`src/rtl/mill_modif_pkg.sv`:
```
// Shared definitions for the ISO14443-A Modified Miller encoder.
//  - state_t : encoder FSM states (also exposed on the debug port)
//  - sym_t   : line symbols X (carrier|pause), Y (carrier|carrier), Z (pause|carrier)
//  - code_bit: Modified Miller bit-to-symbol rule
package mill_modif_pkg;

  typedef enum logic [2:0] {
    ST_IDLE   = 3'd0,
    ST_SOF    = 3'd1,
    ST_DATA   = 3'd2,
    ST_PARITY = 3'd3,
    ST_EOF0   = 3'd4,
    ST_EOF1   = 3'd5
  } state_t;

  typedef enum logic [1:0] {
    SYM_X = 2'd0,
    SYM_Y = 2'd1,
    SYM_Z = 2'd2
  } sym_t;

  // 1 -> X; 0 -> Y after a coded 1, Z after a coded 0 or SOF.
  function automatic sym_t code_bit(input logic b, input logic prev);
    if (b) begin
      return SYM_X;
    end else if (prev) begin
      return SYM_Y;
    end else begin
      return SYM_Z;
    end
  endfunction

endpackage

```
`src/rtl/mill_modif_sym.sv`:
```
// Symbol shaper: turns a symbol code plus the phase inside the ETU into the
// line level, and registers it so the line is glitch-free.
// Ports:
//  clk, rst  : clock, asynchronous active-high reset (line idles at 1)
//  i_sym     : symbol to shape (X/Y/Z)
//  i_etu     : phase 0..2*HALF-1 inside the ETU
//  i_idle    : 1 -> drive carrier regardless of symbol
//  o_line    : registered line level, 1 = carrier, 0 = pause
module mill_modif_sym
  import mill_modif_pkg::*;
#(
  parameter int HALF  = 4,
  parameter int PAUSE = 4,
  parameter int CW    = 3
) (
  input  logic          clk,
  input  logic          rst,
  input  sym_t          i_sym,
  input  logic [CW-1:0] i_etu,
  input  logic          i_idle,
  output logic          o_line
);

  logic          w_first_half;
  logic [CW-1:0] w_phase;
  logic          w_pause;
  logic          w_level;

  // Pause occupies the first PAUSE clocks of the paused half.
  always_comb begin
    w_first_half = (i_etu < CW'(HALF));
    w_phase      = w_first_half ? i_etu : (i_etu - CW'(HALF));
    w_pause      = (w_phase < CW'(PAUSE));
    case (i_sym)
      SYM_X:   w_level = !(!w_first_half && w_pause);
      SYM_Z:   w_level = !(w_first_half && w_pause);
      default: w_level = 1'b1;
    endcase
  end

  always_ff @(posedge clk or posedge rst) begin
    if (rst) begin
      o_line <= 1'b1;
    end else begin
      o_line <= i_idle ? 1'b1 : w_level;
    end
  end

endmodule

```
`src/rtl/mill_modif_mod.sv`:
```
// ISO14443-A PCD->PICC Modified Miller encoder (106 kb/s).
// Accepts frame bytes on a valid/ready stream, sends SOF, data LSB first with
// optional odd parity per full byte, then EOF, on a pause-modulated line.
// Ports:
//  clk, rst      : clock, asynchronous active-high reset
//  in_enable     : 0 aborts synchronously to IDLE (same values as reset)
//  in_valid      : in_data/in_last/in_bits valid
//  in_data       : frame byte, sent LSB first
//  in_last       : byte is the last of the frame
//  in_bits       : valid LSBs of a last byte, 0 means 8
//  out_ready     : byte accepted when in_valid & out_ready (& in_enable)
//  out_data      : line, 1 = carrier, 0 = pause
//  out_busy      : frame in progress, SOF start through end of EOF
//  out_err       : 1-clock underrun pulse at EOF0 entry
//  out_dbg_state : current FSM state
//
// Handshake: a byte transfers on a rising edge where in_valid and out_ready
// are both 1 and in_enable is 1. out_ready depends on registered state only.
// It is 1 in IDLE and during the final ETU of a non-last byte until a byte is
// taken; that byte starts at the next ETU boundary with no gap.
module mill_modif_mod
  import mill_modif_pkg::*;
#(
  parameter int HALF      = 4,
  parameter int PAUSE     = 4,
  parameter int PARITY_EN = 1
) (
  input  logic       clk,
  input  logic       rst,
  input  logic       in_enable,
  input  logic       in_valid,
  input  logic [7:0] in_data,
  input  logic       in_last,
  input  logic [2:0] in_bits,
  output logic       out_ready,
  output logic       out_data,
  output logic       out_busy,
  output logic       out_err,
  output state_t     out_dbg_state
);

  localparam int ETU = 2 * HALF;
  localparam int CW = (ETU > 1) ? $clog2(ETU) : 1;
  localparam logic [CW-1:0] ETU_LAST = CW'(ETU - 1);
  localparam bit PAR_ON = (PARITY_EN != 0);

  // Current byte and coding context
  state_t        r_state;
  logic [CW-1:0] r_etu;
  logic [3:0]    r_bit;
  logic [7:0]    r_shift;
  logic [3:0]    r_nbits;
  logic          r_last;
  logic          r_par;
  logic          r_prev;
  sym_t          r_sym;
  logic          r_err;
  // Byte taken early in the handoff window, waiting for the ETU boundary
  logic          r_nxt;
  logic [7:0]    r_nxt_data;
  logic [3:0]    r_nxt_nbits;
  logic          r_nxt_last;
  logic          r_nxt_par;

  state_t        w_state;
  logic [CW-1:0] w_etu;
  logic [3:0]    w_bit;
  logic [7:0]    w_shift;
  logic [3:0]    w_nbits;
  logic          w_last;
  logic          w_par;
  logic          w_prev;
  sym_t          w_sym;
  logic          w_err;
  logic          w_nxt;
  logic [7:0]    w_nxt_data;
  logic [3:0]    w_nxt_nbits;
  logic          w_nxt_last;
  logic          w_nxt_par;
  logic          w_handoff;

  logic          w_etu_end;
  logic          w_full;
  logic          w_final_bit;
  logic          w_final_etu;
  logic          w_window;
  logic          w_accept;
  logic [3:0]    w_in_nbits;
  logic          w_in_par;
  logic [7:0]    w_src_data;
  logic [3:0]    w_src_nbits;
  logic          w_src_last;
  logic          w_src_par;
  logic          w_line;

  assign w_etu_end   = (r_etu == ETU_LAST);
  assign w_full      = (r_nbits == 4'd8);
  assign w_final_bit = (r_bit == (r_nbits - 4'd1));
  assign w_in_nbits  = (in_last && (in_bits != 3'd0)) ? {1'b0, in_bits} : 4'd8;
  assign w_in_par    = ~^in_data;
  assign w_accept    = in_enable && in_valid && out_ready;

  // Next byte comes from the early-accept buffer, else straight from the input.
  assign w_src_data  = r_nxt ? r_nxt_data  : in_data;
  assign w_src_nbits = r_nxt ? r_nxt_nbits : w_in_nbits;
  assign w_src_last  = r_nxt ? r_nxt_last  : in_last;
  assign w_src_par   = r_nxt ? r_nxt_par   : w_in_par;

  // State register
  always_ff @(posedge clk or posedge rst) begin
    if (rst) begin
      r_state     <= ST_IDLE;
      r_etu       <= '0;
      r_bit       <= 4'd0;
      r_shift     <= 8'd0;
      r_nbits     <= 4'd8;
      r_last      <= 1'b0;
      r_par       <= 1'b0;
      r_prev      <= 1'b0;
      r_sym       <= SYM_Y;
      r_err       <= 1'b0;
      r_nxt       <= 1'b0;
      r_nxt_data  <= 8'd0;
      r_nxt_nbits <= 4'd8;
      r_nxt_last  <= 1'b0;
      r_nxt_par   <= 1'b0;
    end else begin
      r_state     <= w_state;
      r_etu       <= w_etu;
      r_bit       <= w_bit;
      r_shift     <= w_shift;
      r_nbits     <= w_nbits;
      r_last      <= w_last;
      r_par       <= w_par;
      r_prev      <= w_prev;
      r_sym       <= w_sym;
      r_err       <= w_err;
      r_nxt       <= w_nxt;
      r_nxt_data  <= w_nxt_data;
      r_nxt_nbits <= w_nxt_nbits;
      r_nxt_last  <= w_nxt_last;
      r_nxt_par   <= w_nxt_par;
    end
  end

  // Next-state logic. Symbols are chosen at ETU boundaries; r_shift is
  // shifted as each bit is coded, so r_shift[0] is always the next bit.
  always_comb begin
    w_state     = r_state;
    w_etu       = w_etu_end ? '0 : (r_etu + 1'b1);
    w_bit       = r_bit;
    w_shift     = r_shift;
    w_nbits     = r_nbits;
    w_last      = r_last;
    w_par       = r_par;
    w_prev      = r_prev;
    w_sym       = r_sym;
    w_err       = 1'b0;
    w_nxt       = r_nxt;
    w_nxt_data  = r_nxt_data;
    w_nxt_nbits = r_nxt_nbits;
    w_nxt_last  = r_nxt_last;
    w_nxt_par   = r_nxt_par;
    w_handoff   = 1'b0;

    if (!in_enable) begin
      w_state = ST_IDLE;
      w_etu   = '0;
      w_bit   = 4'd0;
      w_prev  = 1'b0;
      w_nxt   = 1'b0;
    end else begin
      if (w_accept && (r_state != ST_IDLE)) begin
        w_nxt       = 1'b1;
        w_nxt_data  = in_data;
        w_nxt_nbits = w_in_nbits;
        w_nxt_last  = in_last;
        w_nxt_par   = w_in_par;
      end

      case (r_state)
        ST_IDLE: begin
          w_etu = '0;
          if (w_accept) begin
            w_state = ST_SOF;
            w_sym   = SYM_Z;
            w_prev  = 1'b0;
            w_shift = in_data;
            w_nbits = w_in_nbits;
            w_last  = in_last;
            w_par   = w_in_par;
          end
        end
        ST_SOF: begin
          if (w_etu_end) begin
            w_state = ST_DATA;
            w_bit   = 4'd0;
            w_sym   = code_bit(r_shift[0], r_prev);
            w_prev  = r_shift[0];
            w_shift = r_shift >> 1;
          end
        end
        ST_DATA: begin
          if (w_etu_end) begin
            if (!w_final_bit) begin
              w_bit   = r_bit + 4'd1;
              w_sym   = code_bit(r_shift[0], r_prev);
              w_prev  = r_shift[0];
              w_shift = r_shift >> 1;
            end else if (PAR_ON && w_full) begin
              w_state = ST_PARITY;
              w_sym   = code_bit(r_par, r_prev);
              w_prev  = r_par;
            end else begin
              w_handoff = 1'b1;
            end
          end
        end
        ST_PARITY: begin
          if (w_etu_end) begin
            w_handoff = 1'b1;
          end
        end
        ST_EOF0: begin
          if (w_etu_end) begin
            w_state = ST_EOF1;
            w_sym   = SYM_Y;
          end
        end
        ST_EOF1: begin
          if (w_etu_end) begin
            w_state = ST_IDLE;
            w_prev  = 1'b0;
          end
        end
        default: begin
          w_state = ST_IDLE;
          w_etu   = '0;
        end
      endcase

      // End of a byte's final ETU: continue with the next byte or close the frame.
      if (w_handoff) begin
        if (r_nxt || w_accept) begin
          w_state = ST_DATA;
          w_bit   = 4'd0;
          w_shift = w_src_data >> 1;
          w_nbits = w_src_nbits;
          w_last  = w_src_last;
          w_par   = w_src_par;
          w_sym   = code_bit(w_src_data[0], r_prev);
          w_prev  = w_src_data[0];
          w_nxt   = 1'b0;
        end else begin
          w_state = ST_EOF0;
          w_sym   = code_bit(1'b0, r_prev);
          w_prev  = 1'b0;
          w_err   = !r_last;
        end
      end
    end
  end

  // Output logic
  always_comb begin
    w_final_etu = (r_state == ST_PARITY) ||
                  ((r_state == ST_DATA) && w_final_bit && !(PAR_ON && w_full));
    w_window    = w_final_etu && !r_last && !r_nxt;
    out_ready   = (r_state == ST_IDLE) || w_window;
    out_busy    = (r_state != ST_IDLE);
  end

  assign out_err       = r_err;
  assign out_data      = w_line;
  assign out_dbg_state = r_state;

  // Fed with next-state values so the registered line lines up with r_state/r_etu.
  mill_modif_sym #(
    .HALF  (HALF),
    .PAUSE (PAUSE),
    .CW    (CW)
  ) u_sym (
    .clk    (clk),
    .rst    (rst),
    .i_sym  (w_sym),
    .i_etu  (w_etu),
    .i_idle (w_state == ST_IDLE),
    .o_line (w_line)
  );

endmodule

```
`config.mk`:
```
export PLATFORM = sky130hd
export DESIGN_NAME = mill_modif_mod
export DESIGN_NICKNAME = d
export VERILOG_FILES = /design/src/rtl/mill_modif_pkg.sv /design/src/rtl/mill_modif_sym.sv /design/src/rtl/mill_modif_mod.sv
export SDC_FILE = /design/constraint.sdc
export NUM_CORES = 1
export LEC_CHECK = 0
export BUFFER_PORTS_ARGS = -buffer_cell sky130_fd_sc_hd__buf_2
export CAP_MARGIN = 20
export CORE_UTILIZATION = 60
export CTS_CLUSTER_SIZE = 25
export DETAILED_ROUTE_END_ITERATION = 12
export GPL_TIMING_DRIVEN = 0
export PLACE_DENSITY = 0.8
export SYNTH_ARGS = -nofsm -noshare
export SYNTH_HDL_FRONTEND = slang
export SYNTH_SLANG_ARGS = --single-unit
```
`constraint.sdc`:
```
create_clock -name clk -period 3.3 [get_ports clk]
set_input_delay 0.33 -clock clk [delete_from_list [all_inputs] [get_ports clk]]
set_output_delay 0.33 -clock clk [all_outputs]
set_load 0.02 [all_outputs]
```
==> flow_summary.toml, run 1 <==
[pwr]
cellPowerDensity_mw_per_mm2 = 436.1
leakage_nw = 1.401
ir_drop_uv = 414.2

[logic_synthesis]
synthFlopType = "dfrtp_1"
synthCells = 341
async_reset_ff_share_pct = 100.0
synth_edf_count = 0
synth_warnings = 0
synth-seq-area-share_pct = 37.14
syn-num-nets = 362
synthesis.area_mm2 = 0.002978
synth-seq-cells = 44
yosysUniqueCellTypes = 74
avgSynthCellArea_um2 = 8.733

[grt]
grt_pass1_wl_um = 13190
grt_pass1_vias = 2775
grt-ovfl-total = 0
grt_max_degree = 34
grt_util_all_layers_pct = 32.91
antenna_found_initial = 0

[worst_setup_path]
crit_chain = "inv_1 -> ha_1 -> xnor3_1 -> and3_4 -> buf_6 -> nand3_1 -> o311ai_2 -> a2bb2oi_1 -> a21boi_1 -> o221ai_1"
worstReg2RegEnd = "u_sym.o_line"
crit_slowest_cell = "o311ai_2"
setup.worst_path.start_class = "flip-flop"
cp.required_ps = 3520
crit_type = "flip-flop to flip-flop"
critical_path.endpoint_type = "flip-flop"
regToRegSetupSlack_ps = 420
crit_arrival_ps = 3100
r2r_cells = 10
critPathMaxFanout = 7
cpPeakStageDelay_ps = 540
regToRegStartpoint = "r_nbits[0]"

[clocking]
htree_levels = 2
cts_buffers = 5
cts_buffer_depth = 2
clk_pin_slew_ps = 90
cts_tree = "yes"
clk_latency_ps = 300
clock_sinks = 44
cts-resized-gates = 0
cts_setup_buffers = 0
clockRootBuffer = "clkbuf_8"

[hold_path]
hold_class = "input pin to flip-flop"
hp-start = "in_data[0]"
hold_depth = 3
hold_end = "r_nxt_data[0]"

[cells_and_area]
final_nets = 393
drive_above_1_share_pct = 18.77
fin_area_mm2 = 0.003309
fill_cells = 410
fin_util_pct = 69.61
mostFrequentLayoutCells = "57 x nand2_1, 40 x dfrtp_1, 34 x a21oi_1, 26 x buf_2, 18 x nor2_1"
diodes = 0
area_growth_pct = 11.13
final_common_cell = "nand2_1"

[detailed_routing]
wl_per_cell_um = 17.82
drt-pass1-iter-count = 4
routed_wl_um = 7840
first_iter_violations = 266
post-route-drc-count = 0
routed-via-count = 2708
viasPerCell = 6.155
drtAntennaViolNets = 0

[sta]
whs_ps = 282.8
hold_viol_final = 0
slew_violations = 0
tightest_slew_ps = 834.6
rsz0062_at_grt = "false"
clock.fmax_ghz = 0.3468
clock_skew_ps = 13.74
finalSetupViolations = 0
fin_crit_sh_pct = 87.38
finalCriticalPeriod_ps = 2883
slew_headroom_pct = 43.85
setup_ws_ps = 416.5
finalSetupTns_ps = 0

[placed_design]
placement.io_buffers = 22
place_area_mm2 = 0.003192
post-dp-hpwl_um = 5733
dp_slack_ps = 458.3
gp_congestion = 0.9629

[floorplanning]
core_area_mm2 = 0.004755
io_pins = 23
std_cell_rows = 25
die-area_mm2 = 0.005249
start_util_pct = 62.63
die_w_um = 72.45
die_height_um = 72.45

[job]
max_cap_viol_count = 0

[outcome]
status = "finished clean"
==> cells in the mapped netlist, types with 3 or more instances <==
cell type | instances | area share, %
a221o_1 | 6 | 2.0
o21ai_0 | 12 | 2.0
nand4_1 | 4 | 0.84
nor3_1 | 6 | 1.0
mux2_4 | 3 | 1.5
buf_2 | 4 | 0.67
nor3_2 | 3 | 1.0
clkbuf_1 | 9 | 1.1
nor2_1 | 18 | 2.3
o211ai_1 | 3 | 0.76
nor4_1 | 4 | 0.84
xnor2_1 | 7 | 2.1
nand2b_1 | 3 | 0.63
nand3b_1 | 3 | 0.76
a21oi_1 | 34 | 5.7
ha_1 | 5 | 2.1
buf_6 | 3 | 1.1
a22o_1 | 6 | 1.8
dfrtp_1 | 40 | 34
xor2_1 | 4 | 1.2
nand2_1 | 57 | 7.2
and2_1 | 5 | 1.1
dfstp_2 | 4 | 3.5
inv_1 | 13 | 1.6
a2bb2oi_1 | 3 | 0.88
a211oi_1 | 4 | 1.0
o22ai_1 | 7 | 1.5
nand3_1 | 9 | 1.5
or3_1 | 3 | 0.63
nor2b_1 | 4 | 0.84
==> worst max-delay path: cells and delay by family, from the launching register on <==
family                     cells  cell delay [ps]
xor gates and xnor gates       1              400
adders and majority gates      1              200
AOI/OAI and AO/OA              4             1270
DFF                            1              420
buffers and inverters          2              230
and+or+nand+nor                2              290
==> worst max-delay path by stage <==
stage               startpoint           end  slack, ps  cells past startpoint
finish              r_nbits[0]  u_sym.o_line        420                     10
floorplan           r_nbits[0]    r_shift[1]        880                      9
global placement    r_nbits[0]  u_sym.o_line        490                     10
global route        r_nbits[0]  u_sym.o_line        240                     10
CTS                 r_nbits[0]  u_sym.o_line        440                     10
detailed placement  r_nbits[0]  u_sym.o_line        460                     10
==> stage by stage <==
| stage | instances | total power, mW |
|---|---|---|
| 2_1_floorplan | 341 | 0.9375 |
| 3_3_place_gp | 430 | 1.015 |
| 4_1_cts | 440 | 1.445 |
| 6_report | 440 | 1.443 |
| 3_5_place_dp | 431 | 1.029 |
| 5_1_grt | 440 | 1.509 |
==> kinds of logic (layout without fill, tap and decap cells) <==
kind of cell	count (synthesis)	after routing	share of synthesized area, %
AOI/OAI and AO/OA	104	104	24.92
xor gates and xnor gates	13	13	4.538
adders and majority gates	5	5	2.101
buffers and inverters	32	64	4.958
DFF	44	44	37.14
muxes	7	7	2.941
and+or+nand+nor	136	136	23.40
==> repair_timing <==
action | in CTS | in global routing
endpoints found under the setup margin | 0 | 0
hold buffers | 1 | 0
hold endpoints to repair | 10 | 0
==> layer usage <==
metal  wire [µm]  up-vias  track usage (%)
met1        3497     1277            44.67
met4         213        0            14.81
met3         506       20            6.111
met5           0        -                0
li1            -     1299                -
met2        3622      112            51.30
==> final cells by class <==
class | instances | area [µm²] | share of cell area [%]
Multi-Input combinational cell | 265 | 1724 | 52.10
Timing Repair Buffer | 24 | 140.1 | 4.234
Tap cell | 67 | 83.83 | 2.533
Buffer | 18 | 95.09 | 2.873
Sequential cell | 44 | 1106 | 33.42
Clock inverter | 2 | 35.03 | 1.059
Clock buffer | 6 | 72.57 | 2.193
Inverter | 14 | 52.55 | 1.588
==> sequential cells by signal (all words and copies together) (netlist names), 2 cells and up <==
register       count
r_nxt_data         8
r_shift            8
r_bit              4
r_nbits            4
r_nxt_nbits        4
out_dbg_state      3
r_etu              3
r_sym              2
==> power breakdown <==
group,internal (mW),leakage [nW],switching [mW]
Combinational,0.150,0.790,0.184
Sequential,0.627,0.556,0.0651
Clock,0.225,0.0552,0.192
Total,1.00,1.40,0.441
Power figures use the tool's default switching activity.
==> run 2: changes to the inputs <==
- PLACE_DENSITY: 0.8 -> 0.79
==> flow_summary.toml, run 2 (synthesis results as in run 1) <==
[floorplanning]
io_pins = 23
die_w_um = 72.45
core_area_mm2 = 0.004755
start_util_pct = 62.63
die-area_mm2 = 0.005249
std_cell_rows = 25
die_height_um = 72.45

[detailed_routing]
first_iter_violations = 283
routed-via-count = 2763
viasPerCell = 6.280
routed_wl_um = 7826
post-route-drc-count = 0
drtAntennaViolNets = 0
wl_per_cell_um = 17.79
drt-pass1-iter-count = 5

[hold_path]
hold_depth = 3
hold_class = "input pin to flip-flop"
hp-start = "in_data[7]"
hold_end = "r_nxt_data[7]"

[cells_and_area]
stdcell_count = 440
register_area_mm2 = 0.001106
area_growth_pct = 10.67
multi_input_area_mm2 = 0.001724
drive_above_1_share_pct = 18.77
reg.largest.list = "r_nxt_data: 8 flops, r_shift: 8 flops"
final_common_cell = "nand2_1"
diodes = 0
final_nets = 393
fill_cells = 407
mostFrequentLayoutCells = "57 x nand2_1, 40 x dfrtp_1, 34 x a21oi_1, 26 x buf_2, 18 x nor2_1"

[grt]
grt_max_degree = 34
grt_pass1_wl_um = 13120
grt_util_all_layers_pct = 32.87
antenna_found_initial = 0
grt-ovfl-total = 0
grt_pass1_vias = 2707

[worst_setup_path]
cp.required_ps = 3500
critPathMaxFanout = 7
regToRegSetupSlack_ps = 430
worstReg2RegEnd = "u_sym.o_line"
r2r_cells = 10
critical_path.endpoint_type = "flip-flop"
crit_arrival_ps = 3080
crit_type = "flip-flop to flip-flop"
regToRegStartpoint = "r_nbits[0]"
setup.worst_path.start_class = "flip-flop"

[sta]
fin_crit_sh_pct = 87.10
finalSetupTns_ps = 0
clock_skew_ps = 2.833
rsz0062_at_grt = "false"
finalCriticalPeriod_ps = 2874
finalSetupViolations = 0
hold_viol_final = 0
tightest_slew_ps = 872.0
slew_headroom_pct = 41.33
clock.fmax_ghz = 0.3479
slew_violations = 0

[placed_design]
gp_congestion = 0.9741
post-dp-hpwl_um = 5728
placement.io_buffers = 22
dp.cells = 431

[clocking]
clockRootBuffer = "clkbuf_8"
clk_latency_ps = 290
cts_buffer_depth = 2
clock_sinks = 44
cts_setup_buffers = 0
cts-resized-gates = 0
cts_tree = "yes"
cts_hold_buffers = 1
clk_pin_slew_ps = 80
htree_levels = 2
cts_buffers = 5

[job]
max_cap_viol_count = 0

[pwr]
leakage_nw = 1.390
ir_drop_uv = 260.2
cellPowerDensity_mw_per_mm2 = 419.6

[outcome]
status = "finished clean"
## run 2: final cells by class
type	count	share of cell area, %
Multi-Input combinational cell	265	52.32
Sequential cell	44	33.56
Timing Repair Buffer	24	4.252
Buffer	18	2.885
Clock buffer	7	2.620
Tap cell	67	2.544
Inverter	14	1.595
Clock inverter	1	0.2278
## run 2: worst max path at each step
stage,startpoint,endpoint,slack (ps),cells past startpoint
2_1_floorplan,r_nbits[0],r_shift[1],880,9
3_3_place_gp,r_nbits[0],u_sym.o_line,520,10
3_5_place_dp,r_nbits[0],u_sym.o_line,450,10
4_1_cts,r_nbits[0],u_sym.o_line,430,10
5_1_grt,r_nbits[0],u_sym.o_line,250,10
6_report,r_nbits[0],u_sym.o_line,430,10
## run 2: worst max-delay path, cell delays in order (launching register included)
cell       delay (ps)
dfrtp_1           420
inv_1              80
ha_1              210
xnor3_1           400
and3_4            190
buf_6             140
nand3_1           100
o311ai_2          550
a2bb2oi_1         210
a21boi_1          300
o221ai_1          180
## run 2: routing by layer
layer  vias to the layer above  part of all wire (%)  GRT usage, %
li1                       1302                     -             -
met1                      1318                    44         42.90
met2                       117                    48         53.37
met3                        26                   5.4         5.833
met4                         0                   2.7         15.03
met5                         -                     0             0
## run 2: per-stage QoR
step | util (%) | power [mW] | worst slack (ps) | hold WS, ps | cell area [µm²]
detailed placement | 67.13 | 1.029 | 448.5 | 278.6 | 3192
floorplan | - | 0.9375 | 877.1 | 413.9 | 2978
CTS | 69.32 | 1.383 | 433.8 | 282.9 | 3296
finish | 69.32 | 1.383 | 425.8 | 287.1 | 3296
global placement | 66.71 | 1.014 | 515.4 | 429.8 | 3172
global route | 69.32 | 1.449 | 245.5 | 287.4 | 3296
## run 2: where the power goes
part	internal, mW	switching (mW)
Sequential	0.627	0.0663
Clock	0.170	0.186
Combinational	0.151	0.183
Total	0.948	0.435
